==> src/rtl/mem_access_unit.sv <==
// Memory access sequencer for the multicycle core: one load or store per start pulse.
// Sub-word stores read-modify-write; loads return a sign-extended result for write-back.
module mem_access_unit #(
  parameter int unsigned MEM_LATENCY = 3
) (
  input  logic        clk,
  input  logic        rst,
  input  logic        start,
  input  logic        is_store,
  input  logic [1:0]  size,
  input  logic [31:0] addr,
  input  logic [31:0] wdata,
  input  logic [31:0] mem_rdata,
  output logic [31:0] mem_addr,
  output logic        mem_wr,
  output logic [31:0] mem_wdata,
  output logic [31:0] rdata,
  output logic        busy,
  output logic        done,
  output logic        err
);

  localparam int unsigned CNT_W = 4;
  localparam logic [1:0]  SZ_WORD = 2'd0;
  localparam logic [1:0]  SZ_BYTE = 2'd1;
  localparam logic [1:0]  SZ_HALF = 2'd2;
  localparam logic [1:0]  SZ_BAD  = 2'd3;

  typedef enum logic [1:0] {
    IDLE    = 2'd0,
    RD_WAIT = 2'd1,
    WRITE   = 2'd2,
    DONE    = 2'd3
  } state_e;

  state_e             state_q, state_d;
  logic [CNT_W-1:0]   cnt_q, cnt_d;
  logic               store_q, store_d;
  logic [1:0]         size_q, size_d;
  logic [1:0]         off_q, off_d;
  logic [31:0]        wdata_q, wdata_d;
  logic [31:0]        mem_addr_q, mem_addr_d;
  logic [31:0]        mem_wdata_q, mem_wdata_d;
  logic [31:0]        rdata_q, rdata_d;
  logic               mem_wr_q, mem_wr_d;
  logic               busy_q, busy_d;
  logic               done_q, done_d;
  logic               err_q, err_d;
  logic               req_bad;

  // Big-endian lane select: byte 0 is bits [31:24], half 0 is bits [31:16].
  function automatic logic [31:0] load_ext(input logic [1:0] sz, input logic [1:0] off,
                                           input logic [31:0] w);
    logic [7:0]  b;
    logic [15:0] h;
    logic [31:0] r;
    case (off)
      2'd0:    b = w[31:24];
      2'd1:    b = w[23:16];
      2'd2:    b = w[15:8];
      default: b = w[7:0];
    endcase
    h = off[1] ? w[15:0] : w[31:16];
    case (sz)
      SZ_BYTE: r = {{24{b[7]}}, b};
      SZ_HALF: r = {{16{h[15]}}, h};
      default: r = w;
    endcase
    return r;
  endfunction

  function automatic logic [31:0] merge_word(input logic [1:0] sz, input logic [1:0] off,
                                             input logic [31:0] w, input logic [31:0] d);
    logic [31:0] r;
    r = w;
    if (sz == SZ_BYTE) begin
      case (off)
        2'd0:    r[31:24] = d[7:0];
        2'd1:    r[23:16] = d[7:0];
        2'd2:    r[15:8]  = d[7:0];
        default: r[7:0]   = d[7:0];
      endcase
    end else if (off[1]) begin
      r[15:0] = d[15:0];
    end else begin
      r[31:16] = d[15:0];
    end
    return r;
  endfunction

  assign req_bad = (size == SZ_BAD) ||
                   ((size == SZ_HALF) && addr[0]) ||
                   ((size == SZ_WORD) && (addr[1:0] != 2'b00));

  // Next-state and registered-output decode.
  always_comb begin
    state_d     = state_q;
    cnt_d       = cnt_q;
    store_d     = store_q;
    size_d      = size_q;
    off_d       = off_q;
    wdata_d     = wdata_q;
    mem_addr_d  = mem_addr_q;
    mem_wdata_d = mem_wdata_q;
    rdata_d     = rdata_q;
    err_d       = 1'b0;

    case (state_q)
      IDLE, DONE: begin
        if (start) begin
          store_d    = is_store;
          size_d     = size;
          off_d      = addr[1:0];
          wdata_d    = wdata;
          mem_addr_d = {addr[31:2], 2'b00};
          if (req_bad) begin
            state_d = DONE;
            err_d   = 1'b1;
          end else if (is_store && (size == SZ_WORD)) begin
            state_d     = WRITE;
            mem_wdata_d = wdata;
          end else begin
            state_d = RD_WAIT;
            cnt_d   = CNT_W'(MEM_LATENCY);
          end
        end else begin
          state_d = IDLE;
        end
      end
      RD_WAIT: begin
        // Sub-word merge is folded into the capture edge so the write issues next cycle.
        if (cnt_q == '0) begin
          if (store_q) begin
            state_d     = WRITE;
            mem_wdata_d = merge_word(size_q, off_q, mem_rdata, wdata_q);
          end else begin
            state_d = DONE;
            rdata_d = load_ext(size_q, off_q, mem_rdata);
          end
        end else begin
          cnt_d = cnt_q - CNT_W'(1);
        end
      end
      WRITE:   state_d = DONE;
      default: state_d = IDLE;
    endcase

    busy_d   = (state_d == RD_WAIT) || (state_d == WRITE);
    done_d   = (state_d == DONE);
    mem_wr_d = (state_d == WRITE);
  end

  always_ff @(posedge clk or posedge rst) begin
    if (rst) begin
      state_q     <= IDLE;
      cnt_q       <= '0;
      store_q     <= 1'b0;
      size_q      <= 2'b00;
      off_q       <= 2'b00;
      wdata_q     <= '0;
      mem_addr_q  <= '0;
      mem_wdata_q <= '0;
      rdata_q     <= '0;
      mem_wr_q    <= 1'b0;
      busy_q      <= 1'b0;
      done_q      <= 1'b0;
      err_q       <= 1'b0;
    end else begin
      state_q     <= state_d;
      cnt_q       <= cnt_d;
      store_q     <= store_d;
      size_q      <= size_d;
      off_q       <= off_d;
      wdata_q     <= wdata_d;
      mem_addr_q  <= mem_addr_d;
      mem_wdata_q <= mem_wdata_d;
      rdata_q     <= rdata_d;
      mem_wr_q    <= mem_wr_d;
      busy_q      <= busy_d;
      done_q      <= done_d;
      err_q       <= err_d;
    end
  end

  assign mem_addr  = mem_addr_q;
  assign mem_wr    = mem_wr_q;
  assign mem_wdata = mem_wdata_q;
  assign rdata     = rdata_q;
  assign busy      = busy_q;
  assign done      = done_q;
  assign err       = err_q;

endmodule
==> config.mk <==
export PLATFORM = sky130hd
export DESIGN_NAME = mem_access_unit
export DESIGN_NICKNAME = d
export VERILOG_FILES = /design/src/rtl/mem_access_unit.sv
export SDC_FILE = /design/constraint.sdc
export NUM_CORES = 1
export LEC_CHECK = 0
export BUFFER_PORTS_ARGS = -buffer_cell sky130_fd_sc_hd__clkbuf_2
export CAP_MARGIN = 20
export CORE_ASPECT_RATIO = 0.9
export CORE_UTILIZATION = 48
export CTS_BUF_LIST = sky130_fd_sc_hd__clkbuf_8
export DETAILED_ROUTE_END_ITERATION = 6
export GPL_TIMING_DRIVEN = 0
export HOLD_SLACK_MARGIN = 0.03
export PLACE_DENSITY_LB_ADDON = 0.12
export SLEW_MARGIN = 20
export SYNTH_ARGS = -nofsm -noshare
export SYNTH_HDL_FRONTEND = slang
export SYNTH_SLANG_ARGS = --single-unit
==> constraint.sdc <==
create_clock -name clk -period 3.5 [get_ports clk]
set_input_delay 0.175 -clock clk [delete_from_list [all_inputs] [get_ports clk]]
set_output_delay 0.175 -clock clk [all_outputs]
set_load 0.01 [all_outputs]
==> out/qor.csv <==
stage,metric,value,unit
finish,"most common cell after layout, fill and taps aside",clkbuf_2,
logic_synthesis,Yosys reg bits,125,
setup_path,Worst Setup End Kind,register,
timing,Setup TNS Final,0,ps
drt,ANT nets after route,0,
pwr,Pwr Total,8.269,mW
finish,fraction of layout cells with a size suffix above 1,0.3848,
timing,Final min period,2528,ps
global_routing,GRT Residual Overflow,0,
pwr,Flop pwr share,0.324,
setup_path,crit-path max cell delay,550,ps
floorplanning,Die X,124.1,um
hold_path,Hold WC Path Type,in2reg,
cts,maximum clock path buffer count,2,
finish,ANT cells,0,
pwr,Leak Pwr,4.222,nW
logic_synthesis,"FFs w/ async S/R, synth",1.000,
timing,fin. max-slew vios,0,
pwr,clock share of power,0.156,
finish,Fillers,1033,
drt,initial DRC count,383,
floorplanning,Die ar.,13880,um2
pwr,Sw Ratio,0.4172,
global_routing,initial antenna violation count,0,
drt,first-pass detailed-route iteration total,6,
logic_synthesis,"Top FF cell, synth",dfrtp_1,
floorplanning,initial cell density of the core,0.4996,
global_routing,first-pass GRT wire length,30750,um
setup_path,Setup crit start kind,register,
finish,Register Area,3128,um2
timing,"Setup violations, final",0,
outcome,status,finished clean,
global_routing,vias in the first global route,5886,
floorplanning,Die Y,111.9,um
finish,fin util,0.6703,
placement,Port Buffers,198,
cts,H-tree levels,4,
drt,vias per cell,5.579,
drt,Vias,5830,
finish,Post-layout nets,978,
cts,Skew-Pair Late Insertion Delay,450,ps
logic_synthesis,Syn Inst Count,597,
global_routing,largest net degree at the start of global routing,36,
setup_path,Worst setup startpoint,cnt_q[0],
setup_path,CP Data Arrival Time,2880,ps
setup_path,crit path max fanout,10,
setup_path,reg2reg setup slack,970,ps
floorplanning,io pins,202,
placement,GP Congestion,0.8649,
logic_synthesis,Synth Warn #,0,
placement,hpwl dp,14630,um
logic_synthesis,synthesized area,6436,um2
finish,area of the multi-input gates,3013,um2
logic_synthesis,Synth cell types,44,
pwr,internal power,4.819,mW
setup_path,Crit Path Category,reg2reg,
drt,DRC viols,0,
hold_path,HP Start,mem_rdata[19],
logic_synthesis,syn_area_per_cell,10.78,um2
logic_synthesis,"Seq/Total Area, Yosys",0.4860,
setup_path,CP cell instances,"inv_1, ha_1, or3b_1, buf_2, nor3_2, o32ai_1, ha_1, inv_1",
job,max-cap violations,0,
cts,number of CTS-inserted buffers,17,
drt,final WL,19480,um
timing,RSZ-0062 raised after global routing,no,
timing,Relative slew margins,0.3765,
setup_path,Reg-to-Reg Start,cnt_q[0],
global_routing,Global Route Usage Sum,0.2961,
timing,Worst Clk Skew,12.74,ps
pwr,maximum vdd drop,0.0006027,V
logic_synthesis,Post-synth EDFFs,0,
pwr,logic gate share of total power,0.520,
drt,drt wl/cell,18.64,um
cts,root buffer cell,clkbuf_8,
timing,Final Hold Viols,0,
pwr,Pwr per Cell Area,957.7,nW/um2
floorplanning,core area,12880,um2
pwr,Switch Pwr,3.450,mW
finish,"commonest non-fill, non-tap cells in the layout","clkbuf_2, dfrtp_1, mux2_2, dlygate4sd3_1, mux2i_1",
setup_path,cell family with most CP delay,simple AND/OR/NAND/NOR gates,
cts,CTS sink cnt,125,
finish,Area Overhead vs Synth,34.16,%
setup_path,Required @ worst endpoint,3850,ps
floorplanning,# rows,39,
finish,Post-Layout Cell Count,1045,
placement,placed cell count,964,
cts,Worst-path clk slew,80,ps
cts,CTS tree,built,
timing,fin crit share,0.7224,
setup_path,Critical-path top delay cell,nor3_2,
timing,f_max,395.5,MHz
timing,Slew @ Worst Pin,923.6,ps
setup_path,Worst Path Buf+Inv,3,
[final timing paths]
kind	endpoint	depth (start not counted)
setup / recovery	busy	8
hold / removal	rdata[19]	3
setup reg to reg	busy	8
hold reg to reg	rdata[0]	2
max in group asynchronous	mem_wdata[16]	6
min in group asynchronous	mem_addr[2]	3
[state kept, by name, summed over array words and instances, names as in the netlist, 2 cells and up]
| signal | cells |
|---|---|
| cnt_q | 4 |
| mem_addr | 30 |
| mem_wdata | 32 |
| off_q | 2 |
| rdata | 32 |
| size_q | 2 |
| state_q | 2 |
| wdata_q | 16 |
[worst reg2reg max path: stages, from the launching register on]
cell and delay, ps:
dfrtp_1 440, inv_1 110, ha_1 160, or3b_1 330, buf_2 160, nor3_2 550
o32ai_1 310, ha_1 340, inv_1 30
[layer usage]
| metal | track usage | vias to the layer above | share of wire |
|---|---|---|---|
| met3 | 0.08197 | 49 | 0.079 |
| met2 | 0.4589 | 250 | 0.47 |
| met1 | 0.3914 | 2822 | 0.43 |
| met4 | 0.1135 | 0 | 0.025 |
| met5 | 0 | - | 0 |
| li1 | - | 2709 | - |
[logic make-up (layout without fill, tap and decap cells)]
group	Yosys count	after routing	share of synthesized area
buffers and inverters	67	350	0.04646
and+or+nand+nor	127	127	0.09176
adders and majority gates	7	7	0.01361
other	1	2	0.0005826
DFF	125	125	0.4860
AOI/OAI and AO/OA	141	141	0.1446
muxes	129	129	0.2170
[synthesized netlist by cell type, types with 2 or more instances]
| cell type | count | share of area |
|---|---|---|
| a21boi_0 | 2 | 0.0023 |
| a21o_1 | 8 | 0.0093 |
| a21oi_1 | 35 | 0.027 |
| a221oi_1 | 7 | 0.0095 |
| a221oi_2 | 3 | 0.0070 |
| a22oi_1 | 2 | 0.0023 |
| a31oi_1 | 16 | 0.016 |
| buf_1 | 2 | 0.0012 |
| buf_2 | 8 | 0.0062 |
| buf_4 | 6 | 0.0070 |
| buf_6 | 2 | 0.0035 |
| clkbuf_1 | 28 | 0.016 |
| dfrtp_1 | 125 | 0.49 |
| ha_1 | 7 | 0.014 |
| inv_1 | 21 | 0.012 |
| mux2_2 | 84 | 0.15 |
| mux2i_1 | 45 | 0.070 |
| nand2_1 | 35 | 0.020 |
| nand2b_1 | 10 | 0.0097 |
| nand3_1 | 17 | 0.013 |
| nand4_1 | 3 | 0.0029 |
| nor2_1 | 38 | 0.022 |
| nor2b_1 | 7 | 0.0068 |
| nor3_1 | 8 | 0.0062 |
| o21ai_0 | 36 | 0.028 |
| o221ai_1 | 18 | 0.024 |
| o32ai_1 | 7 | 0.0095 |
[stage by stage]
step                setup slack (ps)  hold slack (ps)  area, um2
global route                   806.5            76.75       8635
CTS                            998.7            45.84       8635
global placement                1009            406.9       7640
floorplan                       1423            325.6       6444
finish                         971.8            65.28       8635
detailed placement              1009            228.1       7735
[cell type report]
| cell class | instances | area share |
|---|---|---|
| Clock inverter | 13 | 0.01753 |
| Multi-Input combinational cell | 406 | 0.3489 |
| Tap cell | 164 | 0.02376 |
| Buffer | 46 | 0.02550 |
| Timing Repair Buffer | 252 | 0.1837 |
| Sequential cell | 125 | 0.3623 |
| Clock buffer | 18 | 0.02869 |
| Inverter | 21 | 0.009564 |
[power by group through the flow]
| stage | Combinational [mW] | Sequential, mW | Clock [mW] |
|---|---|---|---|
| 2_1_floorplan | 2.57 | 2.87 | 0 |
| 3_3_place_gp | 4.11 | 2.65 | 0 |
| 3_5_place_dp | 4.22 | 2.69 | 0 |
| 4_1_cts | 4.28 | 2.67 | 1.32 |
| 5_1_grt | 4.70 | 2.77 | 1.37 |
| 6_report | 4.30 | 2.68 | 1.29 |
[what timing repair did]
| item | in CTS | in global routing |
|---|---|---|
| gates resized for setup | 0 | 0 |
| endpoints found under the hold margin | 71 | 0 |
| setup buffers | 0 | 0 |
| hold buffers | 50 | 0 |
Note: power is estimated with default switching activity, not from simulation.
